<file path="src/rtl/cw305_reg_mailbox.sv">
// Host-register mailbox: host->core TX FIFO, core->host RX FIFO, core reset pulse.
// Optional sticky error register enabled by defining CW305_MBOX_ERR_EN.
module cw305_reg_mailbox #(
    parameter int pADDR_WIDTH   = 21,
    parameter int pBYTECNT_SIZE = 7,
    parameter int pDEPTH        = 16,
    parameter int pRST_CYCLES   = 64
) (
    input  logic                                 usb_clk,
    input  logic                                 reset_n,
    input  logic [pADDR_WIDTH-pBYTECNT_SIZE-1:0] reg_address,
    input  logic [pBYTECNT_SIZE-1:0]             reg_bytecnt,
    input  logic [7:0]                           write_data,
    output logic [7:0]                           read_data,
    input  logic                                 reg_read,
    input  logic                                 reg_write,
    input  logic                                 reg_addrvalid,
    output logic [7:0]                           O_tx_data,
    output logic                                 O_tx_valid,
    input  logic                                 I_tx_ready,
    input  logic [7:0]                           I_rx_data,
    input  logic                                 I_rx_valid,
    output logic                                 O_rx_ready,
    output logic                                 O_reset
);

    localparam int RAW = pADDR_WIDTH - pBYTECNT_SIZE;
    localparam int AW  = $clog2(pDEPTH);
    localparam int CW  = AW + 1;

    localparam logic [RAW-1:0] ADDR_TX_DATA  = RAW'(8'h00);
    localparam logic [RAW-1:0] ADDR_RX_DATA  = RAW'(8'h01);
    localparam logic [RAW-1:0] ADDR_STATUS   = RAW'(8'h02);
    localparam logic [RAW-1:0] ADDR_TX_COUNT = RAW'(8'h03);
    localparam logic [RAW-1:0] ADDR_RX_COUNT = RAW'(8'h04);
    localparam logic [RAW-1:0] ADDR_RESET    = RAW'(8'h05);
    localparam logic [RAW-1:0] ADDR_CTRL     = RAW'(8'h06);
    localparam logic [RAW-1:0] ADDR_ERR      = RAW'(8'h07);

    localparam logic [CW-1:0] CNT_ZERO = CW'(1'b0);
    localparam logic [CW-1:0] CNT_ONE  = CW'(1'b1);
    localparam logic [CW-1:0] CNT_FULL = CW'(pDEPTH);
    localparam logic [AW-1:0] PTR_ZERO = AW'(1'b0);
    localparam logic [AW-1:0] PTR_ONE  = AW'(1'b1);
    localparam logic [15:0]   RST_LOAD = 16'(pRST_CYCLES - 1);

    logic [7:0]    tx_mem_r [pDEPTH];
    logic [7:0]    rx_mem_r [pDEPTH];
    logic [AW-1:0] tx_wp_r, tx_rp_r, rx_wp_r, rx_rp_r;
    logic [AW-1:0] tx_wp_nxt_s, tx_rp_nxt_s, rx_wp_nxt_s, rx_rp_nxt_s;
    logic [CW-1:0] tx_cnt_r, rx_cnt_r, tx_cnt_nxt_s, rx_cnt_nxt_s;
    logic [7:0]    read_data_r, rd_val_s, err_rd_s;
    logic [15:0]   rst_cnt_r, rst_cnt_nxt_s;
    logic          rst_pulse_r, rst_pulse_nxt_s;
    logic          rx_ready_r, rx_ready_nxt_s;
    logic          reg_read_q_r;

    logic wr_en_s, rd_en_s, ctrl_wr_s, rst_wr_s, rst_start_s;
    logic tx_empty_s, tx_full_s, tx_push_req_s, tx_push_s, tx_pop_s, tx_flush_s;
    logic rx_empty_s, rx_full_s, rx_push_s, rx_pop_s, rx_flush_s, rd_first_s;
    logic unused_s;

    assign unused_s = &{1'b0, reg_bytecnt};

    assign wr_en_s     = reg_write & reg_addrvalid;
    assign rd_en_s     = reg_read & reg_addrvalid;
    assign ctrl_wr_s   = wr_en_s & (reg_address == ADDR_CTRL);
    assign rst_wr_s    = wr_en_s & (reg_address == ADDR_RESET);
    assign rst_start_s = rst_wr_s & (write_data != 8'h00);

    assign tx_empty_s    = (tx_cnt_r == CNT_ZERO);
    assign tx_full_s     = (tx_cnt_r == CNT_FULL);
    assign tx_pop_s      = ~tx_empty_s & I_tx_ready;
    assign tx_push_req_s = wr_en_s & (reg_address == ADDR_TX_DATA);
    assign tx_push_s     = tx_push_req_s & (~tx_full_s | tx_pop_s) & ~rst_pulse_r;
    // A starting reset pulse flushes immediately so the FIFOs read empty for its whole duration.
    assign tx_flush_s    = (ctrl_wr_s & write_data[0]) | rst_pulse_r | rst_start_s;

    assign rx_empty_s = (rx_cnt_r == CNT_ZERO);
    assign rx_full_s  = (rx_cnt_r == CNT_FULL);
    assign rx_push_s  = I_rx_valid & rx_ready_r;
    assign rd_first_s = rd_en_s & (reg_address == ADDR_RX_DATA) & ~reg_read_q_r;
    assign rx_pop_s   = rd_first_s & ~rx_empty_s;
    assign rx_flush_s = (ctrl_wr_s & write_data[1]) | rst_pulse_r | rst_start_s;

    assign O_tx_valid = ~tx_empty_s;
    assign O_tx_data  = tx_empty_s ? 8'h00 : tx_mem_r[tx_rp_r];
    assign O_rx_ready = rx_ready_r;
    assign O_reset    = rst_pulse_r;
    assign read_data  = read_data_r;

    // TX FIFO next-state: flush overrides push/pop.
    always_comb begin
        tx_wp_nxt_s  = tx_wp_r;
        tx_rp_nxt_s  = tx_rp_r;
        tx_cnt_nxt_s = tx_cnt_r;
        if (tx_flush_s) begin
            tx_wp_nxt_s  = PTR_ZERO;
            tx_rp_nxt_s  = PTR_ZERO;
            tx_cnt_nxt_s = CNT_ZERO;
        end else begin
            if (tx_push_s) tx_wp_nxt_s = tx_wp_r + PTR_ONE;
            else           tx_wp_nxt_s = tx_wp_r;
            if (tx_pop_s)  tx_rp_nxt_s = tx_rp_r + PTR_ONE;
            else           tx_rp_nxt_s = tx_rp_r;
            case ({tx_push_s, tx_pop_s})
                2'b10:   tx_cnt_nxt_s = tx_cnt_r + CNT_ONE;
                2'b01:   tx_cnt_nxt_s = tx_cnt_r - CNT_ONE;
                default: tx_cnt_nxt_s = tx_cnt_r;
            endcase
        end
    end

    // RX FIFO next-state: flush overrides push/pop.
    always_comb begin
        rx_wp_nxt_s  = rx_wp_r;
        rx_rp_nxt_s  = rx_rp_r;
        rx_cnt_nxt_s = rx_cnt_r;
        if (rx_flush_s) begin
            rx_wp_nxt_s  = PTR_ZERO;
            rx_rp_nxt_s  = PTR_ZERO;
            rx_cnt_nxt_s = CNT_ZERO;
        end else begin
            if (rx_push_s) rx_wp_nxt_s = rx_wp_r + PTR_ONE;
            else           rx_wp_nxt_s = rx_wp_r;
            if (rx_pop_s)  rx_rp_nxt_s = rx_rp_r + PTR_ONE;
            else           rx_rp_nxt_s = rx_rp_r;
            case ({rx_push_s, rx_pop_s})
                2'b10:   rx_cnt_nxt_s = rx_cnt_r + CNT_ONE;
                2'b01:   rx_cnt_nxt_s = rx_cnt_r - CNT_ONE;
                default: rx_cnt_nxt_s = rx_cnt_r;
            endcase
        end
    end

    // Core reset pulse counter: any host write to RESET takes priority over the countdown.
    always_comb begin
        rst_pulse_nxt_s = rst_pulse_r;
        rst_cnt_nxt_s   = rst_cnt_r;
        if (rst_start_s) begin
            rst_pulse_nxt_s = 1'b1;
            rst_cnt_nxt_s   = RST_LOAD;
        end else if (rst_wr_s) begin
            rst_pulse_nxt_s = 1'b0;
            rst_cnt_nxt_s   = 16'h0000;
        end else if (rst_pulse_r) begin
            if (rst_cnt_r == 16'h0000) begin
                rst_pulse_nxt_s = 1'b0;
                rst_cnt_nxt_s   = 16'h0000;
            end else begin
                rst_pulse_nxt_s = 1'b1;
                rst_cnt_nxt_s   = rst_cnt_r - 16'h0001;
            end
        end else begin
            rst_pulse_nxt_s = 1'b0;
            rst_cnt_nxt_s   = 16'h0000;
        end
    end

    // Ready is registered from next state so it already reflects this cycle's flush/push/pop.
    assign rx_ready_nxt_s = (rx_cnt_nxt_s != CNT_FULL) & ~rst_pulse_nxt_s;

    // Host read mux; later cycles of an RX_DATA burst hold the byte popped on the first.
    always_comb begin
        rd_val_s = 8'h00;
        if (rd_en_s) begin
            case (reg_address)
                ADDR_RX_DATA: begin
                    if (rd_first_s) begin
                        if (rx_empty_s) rd_val_s = 8'h00;
                        else            rd_val_s = rx_mem_r[rx_rp_r];
                    end else begin
                        rd_val_s = read_data_r;
                    end
                end
                ADDR_STATUS:   rd_val_s = {3'b000, rst_pulse_r, rx_full_s, rx_empty_s, tx_full_s, tx_empty_s};
                ADDR_TX_COUNT: rd_val_s = 8'(tx_cnt_r);
                ADDR_RX_COUNT: rd_val_s = 8'(rx_cnt_r);
                ADDR_RESET:    rd_val_s = {7'b0000000, rst_pulse_r};
                ADDR_ERR:      rd_val_s = err_rd_s;
                default:       rd_val_s = 8'h00;
            endcase
        end else begin
            rd_val_s = 8'h00;
        end
    end

`ifdef CW305_MBOX_ERR_EN
    logic [1:0] err_r, err_set_s, err_clr_s, err_nxt_s;

    assign err_set_s = {rd_first_s & rx_empty_s,
                        tx_push_req_s & tx_full_s & ~tx_pop_s & ~rst_pulse_r};
    assign err_clr_s = (wr_en_s && (reg_address == ADDR_ERR)) ? write_data[1:0] : 2'b00;
    assign err_nxt_s = (err_r & ~err_clr_s) | err_set_s;
    assign err_rd_s  = {6'b000000, err_r};

    // Sticky error flags; a new event wins over a same-cycle clear.
    always_ff @(posedge usb_clk) begin
        if (!reset_n) err_r <= 2'b00;
        else          err_r <= err_nxt_s;
    end
`else
    assign err_rd_s = 8'h00;
`endif

    // Control and status registers.
    always_ff @(posedge usb_clk) begin
        if (!reset_n) begin
            tx_wp_r      <= PTR_ZERO;
            tx_rp_r      <= PTR_ZERO;
            tx_cnt_r     <= CNT_ZERO;
            rx_wp_r      <= PTR_ZERO;
            rx_rp_r      <= PTR_ZERO;
            rx_cnt_r     <= CNT_ZERO;
            rst_pulse_r  <= 1'b0;
            rst_cnt_r    <= 16'h0000;
            rx_ready_r   <= 1'b0;
            read_data_r  <= 8'h00;
            reg_read_q_r <= 1'b0;
        end else begin
            tx_wp_r      <= tx_wp_nxt_s;
            tx_rp_r      <= tx_rp_nxt_s;
            tx_cnt_r     <= tx_cnt_nxt_s;
            rx_wp_r      <= rx_wp_nxt_s;
            rx_rp_r      <= rx_rp_nxt_s;
            rx_cnt_r     <= rx_cnt_nxt_s;
            rst_pulse_r  <= rst_pulse_nxt_s;
            rst_cnt_r    <= rst_cnt_nxt_s;
            rx_ready_r   <= rx_ready_nxt_s;
            read_data_r  <= rd_val_s;
            reg_read_q_r <= reg_read;
        end
    end

    // FIFO storage; left unreset because occupancy gates every read of it.
    always_ff @(posedge usb_clk) begin
        if (tx_push_s) tx_mem_r[tx_wp_r] <= write_data;
        if (rx_push_s) rx_mem_r[rx_wp_r] <= I_rx_data;
    end

endmodule

</file>
<file path="config.mk">
export PLATFORM = sky130hd
export DESIGN_NAME = cw305_reg_mailbox
export DESIGN_NICKNAME = d
export VERILOG_FILES = /design/src/rtl/cw305_reg_mailbox.sv
export SDC_FILE = /design/constraint.sdc
export NUM_CORES = 1
export LEC_CHECK = 0
export CORE_UTILIZATION = 61
export DETAILED_ROUTE_END_ITERATION = 7
export PLACE_DENSITY = 0.89
export SLEW_MARGIN = 20
export SYNTH_ARGS = -nofsm -noshare
export SYNTH_HDL_FRONTEND = slang
export SYNTH_SLANG_ARGS = --single-unit
</file>
<file path="constraint.sdc">
create_clock -name usb_clk -period 7.76 [get_ports usb_clk]
set_clock_uncertainty 0.1 [all_clocks]
set_input_delay 0.776 -clock usb_clk [delete_from_list [all_inputs] [get_ports usb_clk]]
set_output_delay 0.776 -clock usb_clk [all_outputs]
set_load 0.02 [all_outputs]
</file>
; ---- After elaboration in Yosys (flattened, before gate mapping)
; Memory sizes are Yosys's and may differ from the RTL's. A register that Yosys moved wholly into a read port is not among the register bits.
; Cells that the tools add are included.
[classes]
addsub = 9
n_eq_ne = 14
mux = 23
bitwise_logic = 28
n_reduce_logical = 10
[ops]
columns = cell, count
row1 = $eq A14 B3 Y1 const B, 3
row2 = $pmux W8 S5, 1
row3 = $eq A14 B2 Y1 const B, 2
row4 = $mux W6, 4
row5 = $mux W8, 3
row6 = $pmux W5 S2, 2
row7 = $add A4 B1 Y4 const B, 4
row8 = $and A1 B1 Y1, 16
row9 = $logic_not A16 Y1, 1
row10 = $mux W4, 4
row11 = $sub A16 B1 Y16 const B, 1
row12 = $eq A14 B1 Y1 const B, 1
row13 = $logic_not A14 Y1, 1
row14 = $add A5 B1 Y5 const B, 2
row15 = $eq A5 B5 Y1 const B, 2
row16 = $logic_not A5 Y1, 2
row17 = $sub A5 B1 Y5 const B, 2
row18 = $mux W1, 8
row19 = $reduce_bool A8 Y1, 1
row20 = $not A1 Y1, 7
row21 = $mux W5, 1
row22 = $ne A5 B5 Y1 const B, 1
row23 = $or A1 B1 Y1, 5
row24 = $reduce_or A5 Y1, 1
row25 = 6 further kinds, 9
[totals]
register_bits = 53
mem_bits_rw = 256
output_inout_bits = 19
wordCells = 98
memories = 2
[mem_list]
columns = name, depth, width, rd, rd_clocked_by_memory_dff, write_ports, line_no
row1 = rx_mem_r, 16, 8, 1, 1, 1, 48  ; logic [7:0] rx_mem_r [pDEPTH];
row2 = tx_mem_r, 16, 8, 1, 1, 1, 47  ; logic [7:0] tx_mem_r [pDEPTH];

; ---- Longest topological paths before layout
; Gate-level depths: netlist of run 1.
[depth]
depth_word = 9
mapped_depth = 15
mapped_depth_nobuf = 13

; ---- Worst setup path before layout of run 1
; No wires, ideal clock.
[synth_path]
kind = in2reg
startpoint = input reg_address[9]
endpoint = register tx_cnt_r[4]
setup_ps = 120
arrival_ps = 3281
required_ps = 7540
path_slack_ps = 4259
path_stages = 13
path_buffers = 1
cell_sequence = nor4_1 > and4_1 > o211a_1 > clkbuf_1 > inv_1 > ha_1 > ha_1 > nor2b_1 > o21ai_0 > a21oi_1 > nor3_1 > xnor2_1 > nor2_1
[synth_between]
elab_chain_len = 6
elab_cells_between_ends = 17
classes_between = 4 x eq/ne / 1 x mux / 9 x bitwise / 3 x reduce/logical
[synth_lines]
columns = item, line_no
row1 = from (decl), 11  ; input logic [pADDR_WIDTH-pBYTECNT_SIZE-1:0] reg_address,
row2 = $logic_not A14 Y1 / $eq A14 B3 Y1 (equally long branches), "74, 67"
row3 = "$and A1 B1 Y1, on equally long branches", "74, 67"
row4 = "$and A1 B1 Y1, on equally long branches", "75, 77"
row5 = $and A1 B1 Y1 / $or A1 B1 Y1 (equally long branches), "75, 77"
row6 = "$eq A2 B1 Y1, or another cell as far along", 106  ; case ({tx_push_s, tx_pop_s})
row7 = "$pmux W5 S2, or another cell as far along", 106
row8 = to (signal assigned), 223  ; tx_cnt_r <= tx_cnt_nxt_s;
row9 = to (decl), 51  ; logic [CW-1:0] tx_cnt_r, rx_cnt_r, tx_cnt_nxt_s, rx_cnt_nxt_s;
; Several ways; a longest one is shown, not always the timed one.
; A chain may end at the register's enable or synchronous reset.

==> results of run 1 <==
==> power by group through the flow <==
stage | clock [mW] | combinational [mW] | sequential [mW]
2_1_floorplan | 0 | 0.0273 | 1.88
3_3_place_gp | 0 | 0.0694 | 1.88
3_5_place_dp | 0 | 0.0727 | 1.88
4_1_cts | 1.41 | 0.0737 | 1.84
5_1_grt | 1.48 | 0.0794 | 1.84
6_report | 1.40 | 0.0741 | 1.84
==> state kept, by name (all words and copies together), names as in the netlist, 5 cells and up, named ones only <==
name       cells
tx_mem_r     128
read_data      8
rx_cnt_r       5
rst_cnt_r     16
rx_mem_r     128
tx_cnt_r       5
==> cells in the mapped netlist, drive strengths merged (3+ instances only) <==
library cell	n	area (um2)
a211oi	3	22.5
a22oi	9	67.6
and2	6	37.5
and3	5	31.3
mux2i	8	80.1
nand2b	6	37.5
xnor2	16	140
inv	15	56.3
mux4	79	1820
nand3b	4	30.0
nor3	21	110
or4	4	30.0
edfxtp	256	7690
a21oi	19	95.1
dfxtp	61	1220
nor4	10	62.6
nor3b	4	30.0
nor2	89	334
nand4	6	37.5
xor2	16	140
o21ai	5	28.8
ha	18	225
nor2b	16	100
nand2	30	113
buf	16	114
clkbuf	21	78.8
==> through the flow <==
| stage | hold WS (ns) | worst slack [ns] |
|---|---|---|
| 2_1_floorplan | 0.333 | 4.26 |
| 3_3_place_gp | 0.345 | 3.28 |
| 3_5_place_dp | 0.355 | 3.30 |
| 4_1_cts | 0.363 | 3.59 |
| 5_1_grt | 0.378 | 3.53 |
| 6_report | 0.358 | 3.66 |
==> path summary, 6_finish.rpt <==
check,start,endpoint,slack [ns],depth (start not counted)
min,read_data[3],read_data[3],0.36,2
min reg2reg,read_data[3],read_data[3],0.36,2
max,flip-flop,O_tx_data[3],3.66,5
max reg2reg,rx_cnt_r[1],O_rx_ready,4.32,11
==> worst max-delay path: cells and delay by family (launching register included) <==
kind | cells | cell delay, ns
buffers and inverters | 2 | 1.03
muxes | 2 | 1.14
DFF | 1 | 0.31
and+or+nand+nor | 1 | 0.14
==> final cells by class <==
cell class / count / area [um2]
clock buffer: 41 / 813
sequential: 317 / 8910
clock inverter: 16 / 123
inverter: 15 / 56.3
multi-input combinational: 407 / 3870
fill: 1280 / 6180
tap: 275 / 344
timing repair buffer: 69 / 656
==> kinds of logic (layout without fill, tap and decap cells) <==
kind of cell,after synthesis,after routing,share of synthesized area
compound gates,55,55,0.0292
xor+xnor,32,32,0.0215
fa+ha+maj,19,19,0.0188
buf+inv,52,141,0.0191
flops,317,317,0.684
mux,89,89,0.147
simple gates,212,212,0.0803
==> layer usage <==
| metal | part of all wire | routed length (um) | vias to the layer above |
|---|---|---|---|
| met5 | 0 | 0 | - |
| met4 | 0.025 | 712 | 0 |
| met3 | 0.060 | 1700 | 58 |
| met2 | 0.53 | 14900 | 354 |
| met1 | 0.38 | 10800 | 3681 |
| li1 | - | - | 3170 |
==> results.yml, run 1 <==
critical_path:
  crit_path_max_fanout: 32
  cp-end-kind: "output pin"
  slowest_stage: "mux4_2"
  worstPathRequired_ns: 6.88
  timing.critical_path.mode_cell: "mux4_2"
  cp.arrival_ns: 3.22
  cp_cell_sequence: "buf_4 > mux4_2 > mux4_2 > nor2b_1 > clkdlybuf4s50_1"
  critPathKind: "flip-flop to output pin"
  max_stage_delay_ns: 0.65
  cp-start-kind: "flip-flop"
final_layout:
  fin_area_um2: 14800
  final_net_count: 904
  layout_common_cells: "256 x edfxtp_1, 89 x nor2_1, 69 x mux4_2"
  final_cells: 1140
  fin_util: 0.705
  drive_gt1_frac: 0.153
  final_common_cell: "edfxtp_1"
  n_antenna_cell: 0
  synthToLayoutAreaGrowth_pct: 13.4
cts:
  post_cts_buffers: 0
  clk_latency_ns: 0.57
  clock_path_buffers: 3
  cts_tree: "done"
  cts.sinks: 317
  clk_pin_slew_ns: 0.06
  cts_root_buf: "clkbuf_16"
  cts_resized: 0
  holdBufCountCts: 0
  cts_buffers: 31
  cts_max_level: 1
grt:
  antenna_found_initial: 0
  gr-usage-met1: 0.351
  met2_usage: 0.460
  grt_use_met3: 0.0359
  grt_max_degree: 33
  grt_pass1_vias: 7297
  track_usage: 0.266
  grt_pass1_wl_mm: 42.8
  busiest_layer: "met2"
  grt-ovfl-total: 0
floorplanning:
  core.rowCount: 53
  die-area_um2: 21900
  io_pins: 63
  fp.coreArea_um2: 21000
  die_x_um: 148
  die_h_um: 148
  start_util: 0.622
logic_synthesis:
  syn_inst: 776
  synth_enable_flop_cells: 256
  yosys_warnings: 0
  yosysUniqueCellTypes: 56
  synth-seq-cells: 317
  synth_fp_nets: 839
  synthesis.area_um2: 13000
  async_reset_ff_frac: 0
  seq_area_frac_synth: 0.684
  synth.avg_cell_area_um2: 16.8
  ys.flop_type: "edfxtp_1"
run_status:
  outcome: "complete, no violations"
power_and_ir_drop:
  p_clk_frac: 0.422
  p_leak_nw: 4.75
  max-vdd-ir-drop_mv: 0.299
  power.density_nw_per_um2: 225
  p_seq_frac: 0.556
  p_int_mw: 2.64
  comb_power_share: 0.022
  power_switching_mw: 0.674
  finalPower_mw: 3.32
  netSwitchingFraction: 0.203
timing:
  fin_tns_setup_ns: 0
  final-setup-viol-count: 0
  rsz0062_at_grt: "no"
  slew_headroom: 0.298
  fin_crit_sh: 0.528
  fmax_mhz: 244
  slew_violations: 0
  hold_viol: 0
  worst_pin_slew_ns: 1.05
  fin_crit_ns: 4.10
detailed_routing:
  num_vias: 7263
  drt-total-wl_mm: 28.2
  ant_nets: 0
  drc: 0
  vias_per_cell: 6.37
  detail_route.wl_per_cell_um: 24.7
  first_pass_iters: 5
  drtIter0Drc: 755
place:
  gp_congestion: 0.864
  dpl_cell_area_um2: 13800
  placedCellCount: 1083
  portBuffers: 55
  dpl.hpwl_mm: 17.3
hold_path:
  hold_path.class: "flip-flop to flip-flop"
run:
  max-cap-violations: 0
Power figures use the tool's default switching activity.
==> run 2: changes to the inputs <==
- CORE_UTILIZATION: 61 -> 54
- PLACE_DENSITY: 0.89 -> 0.83
- clock period: 7.76 -> 3.5 ns (I/O delays scaled with it)
==> run 2 against run 1 <==
  * Critical path depth is the same
  * Clock power up 130%
  * Sequential share of layout area decreased by 2.1 points
  * Core utilization fell by 5.5 points
  * Die area increased by 13%
  * Setup slack lost 3.6 ns
  * Power up 130%
  * Register-to-register slack got worse by 4.0 ns
  * Critical path type unchanged
  * Largest power group unchanged
  * Highest routed layer unchanged
==> results.yml, run 2 (same netlist as run 1, synthesis figures left out) <==
run_status:
  outcome: "complete, no violations"
critical_path:
  reg2reg_slack_ns: 0.34
  worstPathRequired_ns: 3.05
  crit_path_max_fanout: 32
  critPathKind: "flip-flop to output pin"
  worstRegToRegCells: 9
  reg2reg_to: "O_rx_ready"
  cp-end-kind: "output pin"
  cp.arrival_ns: 2.96
  endpoint: "O_tx_data[1]"
  cp-start-kind: "flip-flop"
  regToRegStartpoint: "rx_cnt_r[3]"
detailed_routing:
  vias_per_cell: 5.92
  detail_route.wl_per_cell_um: 21.0
  first_pass_iters: 5
  drc: 0
  drt-total-wl_mm: 25.9
  ant_nets: 0
  num_vias: 7296
  drtIter0Drc: 677
floorplanning:
  core.rowCount: 56
  die_h_um: 157
  start_util: 0.553
  fp.coreArea_um2: 23500
  die_x_um: 157
  die-area_um2: 24800
  io_pins: 63
cts:
  cts.sinks: 317
  post_cts_buffers: 0
  clk_latency_ns: 0.57
  cts_resized: 0
  clk_pin_slew_ns: 0.07
  clock_path_buffers: 3
  cts_max_level: 1
  cts_tree: "done"
  holdBufCountCts: 0
  cts_root_buf: "clkbuf_16"
  cts_buffers: 31
hold_path:
  hold_path.class: "input pin to flip-flop"
timing:
  fin_crit_sh: 0.973
  slew_headroom: 0.397
  fin_tns_setup_ns: 0
  worst_pin_slew_ns: 0.901
  fin_crit_ns: 3.41
  fmax_mhz: 294
  hold_viol: 0
  slew_violations: 0
  final-setup-viol-count: 0
  whs_ns: 0.331
  rsz0062_at_grt: "no"
power_and_ir_drop:
  p_clk_frac: 0.432
  power.density_nw_per_um2: 491
  netSwitchingFraction: 0.198
  p_seq_frac: 0.543
  comb_power_share: 0.024
  max-vdd-ir-drop_mv: 0.457
  p_int_mw: 6.03
  p_leak_nw: 5.07
  finalPower_mw: 7.52
  power_switching_mw: 1.48
grt:
  grt_max_degree: 33
  antenna_found_initial: 0
  grt-ovfl-total: 0
  track_usage: 0.215
  grt_pass1_vias: 7061
  grt_pass1_wl_mm: 39.6
final_layout:
  top_regs: "rx_mem_r: 128 flops, tx_mem_r: 128 flops, rst_cnt_r: 16 flops"
  nFillCells: 1584
  n_antenna_cell: 0
  layout_common_cells: "256 x edfxtp_1, 89 x nor2_1, 69 x mux4_2"
  final_common_cell: "edfxtp_1"
  fin_area_um2: 15300
  final_cells: 1233
  synthToLayoutAreaGrowth_pct: 17.4
  final_net_count: 952
  drive_gt1_frac: 0.211
run:
  max-cap-violations: 0
place:
  gp_congestion: 0.898
  dpl_cell_area_um2: 14300
  dpl.hpwl_mm: 16.9
  placedCellCount: 1175
  portBuffers: 55
-- run 2: per-stage QoR --
| step | setup slack (ns) | utilization |
|---|---|---|
| 2_1_floorplan | 0.425 | - |
| 3_3_place_gp | 0.155 | 0.607 |
| 3_5_place_dp | 0.112 | 0.607 |
| 4_1_cts | 0.0705 | 0.650 |
| 5_1_grt | 0.00628 | 0.650 |
| 6_report | 0.0947 | 0.650 |
-- run 2: critical path, cell delays in order, from the launching register on --
cell and delay, ns:
dfxtp_2 0.34, buf_12 0.26, mux4_2 0.58, mux4_2 0.48, nor2b_1 0.16, clkdlybuf4s50_1 0.54
-- run 2: final cells by class --
type,instances,area (um2),share of cell area
tap,319,399,0.0261
sequential,317,8910,0.582
timing repair buffer,117,1040,0.0680
multi-input combinational,407,3870,0.253
clock inverter,12,78.8,0.00515
inverter,15,56.3,0.00368
clock buffer,46,942,0.0616
-- run 2: power by group through the flow --
stage	Sequential (mW)	Clock (mW)	Combinational, mW
global route	4.08	3.44	0.196
floorplan	4.17	0	0.0605
CTS	4.08	3.29	0.181
global placement	4.16	0	0.174
detailed placement	4.16	0	0.180
finish	4.08	3.25	0.182
-- run 2: metal layers --
layer	GRT usage	vias up	part of all wire	wire [um]
met4	0.0550	0	0.024	611
li1	-	3272	-	-
met5	0	-	0	0
met3	0.0394	53	0.068	1760
met1	0.289	3663	0.40	10400
met2	0.363	308	0.51	13100
-- run 2: worst min path at each step --
| stage | start | cells past startpoint | to | slack (ns) |
|---|---|---|---|---|
| after floorplan | rst_cnt_r[0] | 1 | rst_cnt_r[0] | 0.33 |
| after global placement | read_data[3] | 2 | read_data[3] | 0.35 |
| after detailed placement | read_data[3] | 2 | read_data[3] | 0.35 |
| after CTS | reg_read | 2 | reg_read_q_r | 0.32 |
| after global routing | reg_read | 2 | reg_read_q_r | 0.35 |
| final | reg_read | 2 | reg_read_q_r | 0.33 |
